--- config.mk ---
export PLATFORM = sky130hd
export DESIGN_NAME = seg7_capture
export DESIGN_NICKNAME = d
export VERILOG_FILES = /design/src/rtl/seg7_capture.sv
export SDC_FILE = /design/constraint.sdc
export NUM_CORES = 1
export LEC_CHECK = 0
export ABC_CLOCK_PERIOD_IN_PS = 3080
export BUFFER_PORTS_ARGS = -buffer_cell sky130_fd_sc_hd__buf_2
export CORE_MARGIN = 4
export CORE_UTILIZATION = 30
export DETAILED_ROUTE_END_ITERATION = 7
export SYNTH_ARGS = -nofsm -noshare
export SYNTH_HDL_FRONTEND = slang
export SYNTH_SLANG_ARGS = --single-unit
--- constraint.sdc ---
create_clock -name clk -period 3.08 [get_ports clk]
set_clock_uncertainty 0.1 [all_clocks]
set_input_delay 0.462 -clock clk [delete_from_list [all_inputs] [get_ports clk]]
set_output_delay 0.462 -clock clk [all_outputs]
set_load 0.02 [all_outputs]
--- src/rtl/seg7_capture.sv ---
// seg7_capture
//   Watches a multiplexed 7-segment display bus. When one digit's pattern has
//   been stable long enough, the module decodes it to a hex nibble and records
//   it per digit. Exactly one capture is made per display refresh: the pattern
//   must change before the same digit can be captured again.
//
// Parameters
//   STABLE_CYCLES  1..255      consecutive synchronized cycles a pattern must
//                              hold before it is captured
//   TIMEOUT        1..1048575  cycles without a refresh before a digit is
//                              invalidated (timeout build only)
//
// Ports
//   clk          in   1   sole clock, rising edge
//   rst          in   1   synchronous, active-high reset
//   seg          in   7   segments a..g, active-high, seg[6]=a .. seg[0]=g
//   dp           in   1   decimal point, active-high
//   line         in   4   digit enables, active-high, line[i] selects digit i
//   value        out  16  captured hex digits, digit i at value[4i+3:4i]
//   dp_out       out  4   captured decimal point per digit
//   digit_valid  out  4   digit i holds a valid decoded nibble
//   err          out  1   one-cycle pulse on a captured undecodable pattern
//   update       out  1   one-cycle pulse when value/dp_out/digit_valid change
//
// Build option
//   SEG7_CAPTURE_TIMEOUT_EN  when defined, each digit has a refresh timer that
//                            clears digit_valid[i] after TIMEOUT idle cycles.
//                            When undefined, TIMEOUT is ignored.

module seg7_capture #(
    parameter int unsigned STABLE_CYCLES = 16,
    parameter int unsigned TIMEOUT       = 65535
) (
    input  logic        clk,
    input  logic        rst,
    input  logic [6:0]  seg,
    input  logic        dp,
    input  logic [3:0]  line,
    output logic [15:0] value,
    output logic [3:0]  dp_out,
    output logic [3:0]  digit_valid,
    output logic        err,
    output logic        update
);

    typedef enum logic [1:0] {
        IDLE    = 2'd0,
        SETTLE  = 2'd1,
        CAPTURE = 2'd2,
        HOLD    = 2'd3
    } state_t;

    // Count value at which one more matching cycle completes the stable window.
    localparam logic [7:0] STABLE_LAST = 8'(STABLE_CYCLES - 1);

    // Decode a segment pattern. Bit 4 of the result flags a legal glyph,
    // bits 3:0 carry the nibble.
    function automatic logic [4:0] seg7_decode(input logic [6:0] s);
        logic [4:0] r;
        case (s)
            7'h7E:   r = {1'b1, 4'h0};
            7'h30:   r = {1'b1, 4'h1};
            7'h6D:   r = {1'b1, 4'h2};
            7'h79:   r = {1'b1, 4'h3};
            7'h33:   r = {1'b1, 4'h4};
            7'h5B:   r = {1'b1, 4'h5};
            7'h5F:   r = {1'b1, 4'h6};
            7'h70:   r = {1'b1, 4'h7};
            7'h7F:   r = {1'b1, 4'h8};
            7'h7B:   r = {1'b1, 4'h9};
            7'h77:   r = {1'b1, 4'hA};
            7'h1F:   r = {1'b1, 4'hB};
            7'h4E:   r = {1'b1, 4'hC};
            7'h3D:   r = {1'b1, 4'hD};
            7'h4F:   r = {1'b1, 4'hE};
            7'h47:   r = {1'b1, 4'hF};
            default: r = {1'b0, 4'h0};
        endcase
        return r;
    endfunction

    function automatic logic is_onehot(input logic [3:0] l);
        return (l != 4'd0) && ((l & (l - 4'd1)) == 4'd0);
    endfunction

    function automatic logic [1:0] onehot_index(input logic [3:0] l);
        logic [1:0] k;
        case (l)
            4'b0010: k = 2'd1;
            4'b0100: k = 2'd2;
            4'b1000: k = 2'd3;
            default: k = 2'd0;
        endcase
        return k;
    endfunction

    // Sampled bus layout: {seg[6:0], dp, line[3:0]}
    logic [11:0] bus_in;
    logic [11:0] sync1_q, sync2_q;
    logic [11:0] latch_q, latch_d;

    state_t      state_q, state_d;
    logic [7:0]  count_q, count_d;

    logic [15:0] value_q, value_d;
    logic [3:0]  dp_q, dp_d;
    logic [3:0]  valid_q, valid_d;
    logic        err_q, err_d;
    logic        update_q, update_d;

    logic        cap;
    logic [1:0]  cap_idx;
    logic [4:0]  cap_dec;
    logic        same_as_latch;

    assign bus_in        = {seg, dp, line};
    assign cap_idx       = onehot_index(latch_q[3:0]);
    assign cap_dec       = seg7_decode(latch_q[11:5]);
    assign same_as_latch = (sync2_q == latch_q);

`ifdef SEG7_CAPTURE_TIMEOUT_EN
    localparam logic [19:0] TMO_LOAD = 20'(TIMEOUT);
    logic [3:0][19:0] tmo_q, tmo_d;
`else
    logic [19:0] unused_timeout;
    assign unused_timeout = 20'(TIMEOUT);
`endif

    // Next-state, capture and output computation
    always_comb begin
        state_d  = state_q;
        count_d  = count_q;
        latch_d  = latch_q;
        value_d  = value_q;
        dp_d     = dp_q;
        valid_d  = valid_q;
        err_d    = 1'b0;
        cap      = 1'b0;

        case (state_q)
            IDLE: begin
                if (is_onehot(sync2_q[3:0])) begin
                    latch_d = sync2_q;
                    count_d = 8'd1;
                    // A single-cycle window is already satisfied by this sample.
                    state_d = (STABLE_CYCLES <= 1) ? CAPTURE : SETTLE;
                end
            end
            SETTLE: begin
                if (!same_as_latch) begin
                    state_d = IDLE;
                end else begin
                    count_d = count_q + 8'd1;
                    if (count_q >= STABLE_LAST) begin
                        state_d = CAPTURE;
                    end
                end
            end
            CAPTURE: begin
                cap = 1'b1;
                if (cap_dec[4]) begin
                    value_d[{cap_idx, 2'b00} +: 4] = cap_dec[3:0];
                    dp_d[cap_idx]                  = latch_q[4];
                    valid_d[cap_idx]               = 1'b1;
                end else begin
                    // Unknown glyph: keep the last good nibble/dp, drop validity.
                    err_d            = 1'b1;
                    valid_d[cap_idx] = 1'b0;
                end
                state_d = HOLD;
            end
            HOLD: begin
                // Wait for the display to move on so each refresh captures once.
                if (!same_as_latch) begin
                    state_d = IDLE;
                end
            end
            default: state_d = IDLE;
        endcase

`ifdef SEG7_CAPTURE_TIMEOUT_EN
        tmo_d = tmo_q;
        for (int i = 0; i < 4; i++) begin
            if (cap && (cap_idx == 2'(i))) begin
                // A capture on this digit wins over a same-cycle expiry.
                tmo_d[i] = TMO_LOAD;
            end else if (tmo_q[i] != 20'd0) begin
                tmo_d[i] = tmo_q[i] - 20'd1;
                if (tmo_q[i] == 20'd1) begin
                    valid_d[i] = 1'b0;
                end
            end
        end
`endif

        update_d = (value_d != value_q) || (dp_d != dp_q) || (valid_d != valid_q);
    end

    // Register stage: synchronizer, FSM, captured digits and pulses
    always_ff @(posedge clk) begin
        if (rst) begin
            sync1_q  <= '0;
            sync2_q  <= '0;
            latch_q  <= '0;
            state_q  <= IDLE;
            count_q  <= '0;
            value_q  <= '0;
            dp_q     <= '0;
            valid_q  <= '0;
            err_q    <= 1'b0;
            update_q <= 1'b0;
`ifdef SEG7_CAPTURE_TIMEOUT_EN
            tmo_q    <= '0;
`endif
        end else begin
            sync1_q  <= bus_in;
            sync2_q  <= sync1_q;
            latch_q  <= latch_d;
            state_q  <= state_d;
            count_q  <= count_d;
            value_q  <= value_d;
            dp_q     <= dp_d;
            valid_q  <= valid_d;
            err_q    <= err_d;
            update_q <= update_d;
`ifdef SEG7_CAPTURE_TIMEOUT_EN
            tmo_q    <= tmo_d;
`endif
        end
    end

    assign value       = value_q;
    assign dp_out      = dp_q;
    assign digit_valid = valid_q;
    assign err         = err_q;
    assign update      = update_q;

endmodule

==> summary by stage <==
Power and ir drop
The largest voltage drop on the vdd net is 0.000351 V. For this design the ratio of total power to cell area is 519 nW/µm². Summed over all cells, the static leakage comes to 1.60 nW.

Logic synthesis
Of the total synthesized cell area, the portion taken by full adders, half adders and majority gates is 0.0172. Summing every instance area after synthesis gives 3630 µm². The top cell type's share of synthesized area is 0.397.

The main combinational cell family by area after synthesis is simple AND/OR/NAND/NOR gates. Averaged over all synthesized cells, the footprint is 8.37 µm². Yosys attributes the largest share of cell area to sky130_fd_sc_hd__dfxtp_1 40%, sky130_fd_sc_hd__nand2_1 6.2%, sky130_fd_sc_hd__a21oi_1 5.1%, sky130_fd_sc_hd__nor2_1 4.5%, sky130_fd_sc_hd__nor2b_1 4.3%. The share of the synthesized area in compound gates (AO/OA/AOI/OAI) was 0.178. The post-synthesis net count is 453. The most common cell in the netlist is sky130_fd_sc_hd__dfxtp_1. The warning count from the yosys run is 0.

After synthesis, the most frequently instantiated cells are 72 x sky130_fd_sc_hd__dfxtp_1, 60 x sky130_fd_sc_hd__nand2_1, 44 x sky130_fd_sc_hd__nor2_1. Counting flops with an async set or reset pin after synthesis yields a share of 0. The share of cell area taken by muxes after synthesis is 0.0165. The largest total area in the synthesized netlist belongs to sky130_fd_sc_hd__dfxtp_1. The leading register cell type out of synthesis is sky130_fd_sc_hd__dfxtp_1. Of the total synthesized cell area, the portion taken by XOR and XNOR cells is 0.0623. The simple-gate share of the synthesized area is 0.281. Synthesis handed over a netlist of 434 instances. Yosys mapped a number of flops with a built-in enable equal to 0. Synthesis inferred 72 register bits. For this run, the register share of the synthesized area comes to 0.397.

The count of distinct cell types in the synthesized netlist is 68.

Setup path
The required arrival time at the worst endpoint is 3.18 ns. In this design, the stage delay of the slowest critical-path cell is 0.43 ns. The buffering stage count on the worst path with inverters included is 1. The sort of element at the start of the critical path is a flip-flop. The kind of cell adding the most delay to the critical path is simple AND/OR/NAND/NOR gates. The worst setup path is of the reg2reg kind. The worst setup path is captured at a flip-flop. The signal on the critical path passes through xnor2_1 > nor3_1 > inv_1 > ha_1 > nand4b_1 > nand2_1 > o21ai_0 > a221oi_1 > o21a_1 > o2111a_1 > a41oi_2. For this design, the slowest cell found on the critical path is sky130_fd_sc_hd__nand4b_1. The endpoint arrival time on the critical path is 2.95 ns. The largest driver fanout on the critical path is 8.

Timing
Measured against its own limit, the worst slew margin works out to 0.612. The count of pins over their slew limit was 0. Based on the critical path, the design can be clocked at up to 0.351 GHz. The total count of hold-check failures in the final report was 0. The minimum clock period after layout is 2.85 ns.

The number of endpoints failing setup at the final stage is 0. The accumulated negative setup slack is 0 ns. At the pin with the least slew margin, the transition time is 0.583 ns. Setup repair after global routing left no endpoint under its margin. The post-route clock period utilization is 0.925.

Floorplan
The full die area is 13900 µm². The initial utilization of the core area, before any placement, comes to 0.313. Pin placement for this block handled 40 I/O pins.

The die span in x is 118 µm. The die extent in y is 118 µm. The count of standard-cell rows is 39. The area of the placeable core is 11600 µm².

Global routing
The number of global-route vias before repair is 2959. The met2 capacity usage during global routing is 0.199. The met1 routing resource usage after global routing is 0.160.

The number of antenna violations at the first check in global routing came to 0. For met3 alone, demand over resource in global routing was 0.0312. The overall routing resource usage is 0.125. The most congested layer reported by global routing is met2. The largest net degree at the start of global routing is 42. The first global-routing pass estimated 14500 µm of wire. The global-route congestion overflow total is 0.

Routing
The detailed-routing iteration count for the pre-antenna-repair pass is 7. In the routed design, unresolved DRC markers number 0. Summed over all layers, the routed wires come to 8670 µm.

The detailed-route via count is 3119. The post-detailed-route count of antenna-violating nets is 0. The first-iteration detailed-routing DRC count is 257. Dividing the detail-routed via count by the number of cells gives 5.06.

Dividing the detail-routed wire length by the instance count gives 14.1 µm.

Placement
In this run, placement finished with an instance count of 600. The total half-perimeter wirelength after legalization and detailed placement is 6050 µm. The congestion estimate from routability-driven global placement came to 0.880.

In this run the tool buffered the top-level ports with 39 buffer cells.

Clocking
The number of buffers added by the clock tree synthesis step is 9. The buffer count from post-CTS setup fixing is 0. Clock latency on the worst-skew pair, taken at its later pin, is 0.33 ns. After clock tree synthesis, the repair step resized 0 gates.

TritonCTS built the clock tree. CTS built an H-tree with a depth of 3. Clock-pin slew was measured on the worst setup and hold paths at 0.06 ns.

The number of buffers inserted by hold repair at cts is 0. The clock drives 72 sinks. Clock tree synthesis selected as its root buffer the cell sky130_fd_sc_hd__clkbuf_16. The largest buffer count on any clock path is 2.

Layout
Excluding fillers, the count of instances in the completed layout stands at 616. The repair_antennas step left the layout with diodes totalling 0. Across the whole layout, storage elements account for 1440 µm². The final-stage net count is 487.

The fill cell instance count of the final layout is 1192. The multi-input combinational cells in the finished layout cover a total of 2020 µm². The layout cell share with drive strength beyond 1 is 0.173. The layout-stage area growth over the synthesis result is 17.4%.

Status
The run finished with clean final reports.

Run
The max-cap violation count is 0.

Min path
In this run the worst hold path is classified as in2reg.
cells in the final DEF (no fill, tap or decap), types with 4 or more instances in the layout:
| master | count |
|---|---|
| sky130_fd_sc_hd__dfxtp_1 | 72 |
| sky130_fd_sc_hd__nand2_1 | 60 |
| sky130_fd_sc_hd__nor2_1 | 44 |
| sky130_fd_sc_hd__buf_2 | 39 |
| sky130_fd_sc_hd__a21oi_1 | 37 |
| sky130_fd_sc_hd__nor2b_1 | 25 |
| sky130_fd_sc_hd__nor3_1 | 20 |
| sky130_fd_sc_hd__xnor2_1 | 17 |
| sky130_fd_sc_hd__inv_1 | 13 |
| sky130_fd_sc_hd__nand3_1 | 9 |
| sky130_fd_sc_hd__clkbuf_16 | 9 |
| sky130_fd_sc_hd__xor2_1 | 7 |
| sky130_fd_sc_hd__a211oi_1 | 7 |
| sky130_fd_sc_hd__mux2i_1 | 6 |
| sky130_fd_sc_hd__buf_4 | 6 |
| sky130_fd_sc_hd__a22oi_1 | 5 |
| sky130_fd_sc_hd__o21ai_0 | 5 |
| sky130_fd_sc_hd__ha_1 | 5 |
| sky130_fd_sc_hd__o22ai_1 | 4 |
| sky130_fd_sc_hd__o21ai_1 | 4 |
power breakdown:
part / total, W / leakage [nW] / switching (W) / internal [W]
clock network: 0.00109 / 0.150 / 0.000379 / 0.000709
logic: 0.000144 / 0.864 / 0.0000852 / 0.0000591
registers: 0.000981 / 0.586 / 0.0000255 / 0.000955
total: 0.00221 / 1.60 / 0.000490 / 0.00172
flip-flops by register name, indices dropped and copies added, names as in the netlist, named ones only:
name / count
value: 16
state_q: 1
latch_q: 12
digit_valid: 4
update: 1
sync1_q: 12
dp_out: 4
sync2_q: 12
count_q: 8
err: 1
per-layer routing:
layer,vias up,part of all wire
li1,1584,-
met1,1450,0.46
met2,72,0.47
met3,13,0.049
met4,0,0.019
met5,-,0
kinds of logic after synthesis:
logic type	Yosys count
adders and majority gates	5
DFF	72
AOI/OAI and AO/OA	92
and+or+nand+nor	197
muxes	6
buffers and inverters	37
xor gates and xnor gates	25
final cells by class:
class                   instances  area share
inverters                      14      0.0123
flip-flops and latches         72       0.338
well taps                     143      0.0419
clock buffers                  11      0.0545
clock inverters                 5      0.0191
multi-input cells             325       0.473
repair buffers                 46      0.0610
path summary, 6_finish.rpt:
path                            slack (ns)  cells past startpoint  startpoint          end
worst max-delay path                  0.23                     11  latch_q[2]       update
worst min-delay path                  0.23                      2      seg[6]  sync1_q[11]
worst max register to register        0.23                     11  latch_q[2]       update
worst min register to register        0.33                      1  sync1_q[2]   sync2_q[2]
through the flow:
| step | power [W] | hold slack (ns) | area [µm²] | setup slack [ns] | utilization |
|---|---|---|---|---|---|
| 3_3_place_gp | 0.00114 | 0.318 | 3950 | 0.429 | 0.340 |
| 4_1_cts | 0.00224 | 0.228 | 4260 | 0.256 | 0.367 |
| 6_report | 0.00221 | 0.235 | 4270 | 0.230 | 0.367 |
| 2_1_floorplan | 0.00110 | 0.314 | 3630 | 0.626 | - |
| 5_1_grt | 0.00229 | 0.232 | 4270 | 0.0667 | 0.367 |
| 3_5_place_dp | 0.00115 | 0.323 | 3950 | 0.297 | 0.340 |
Note: power is estimated with default switching activity, not from simulation.
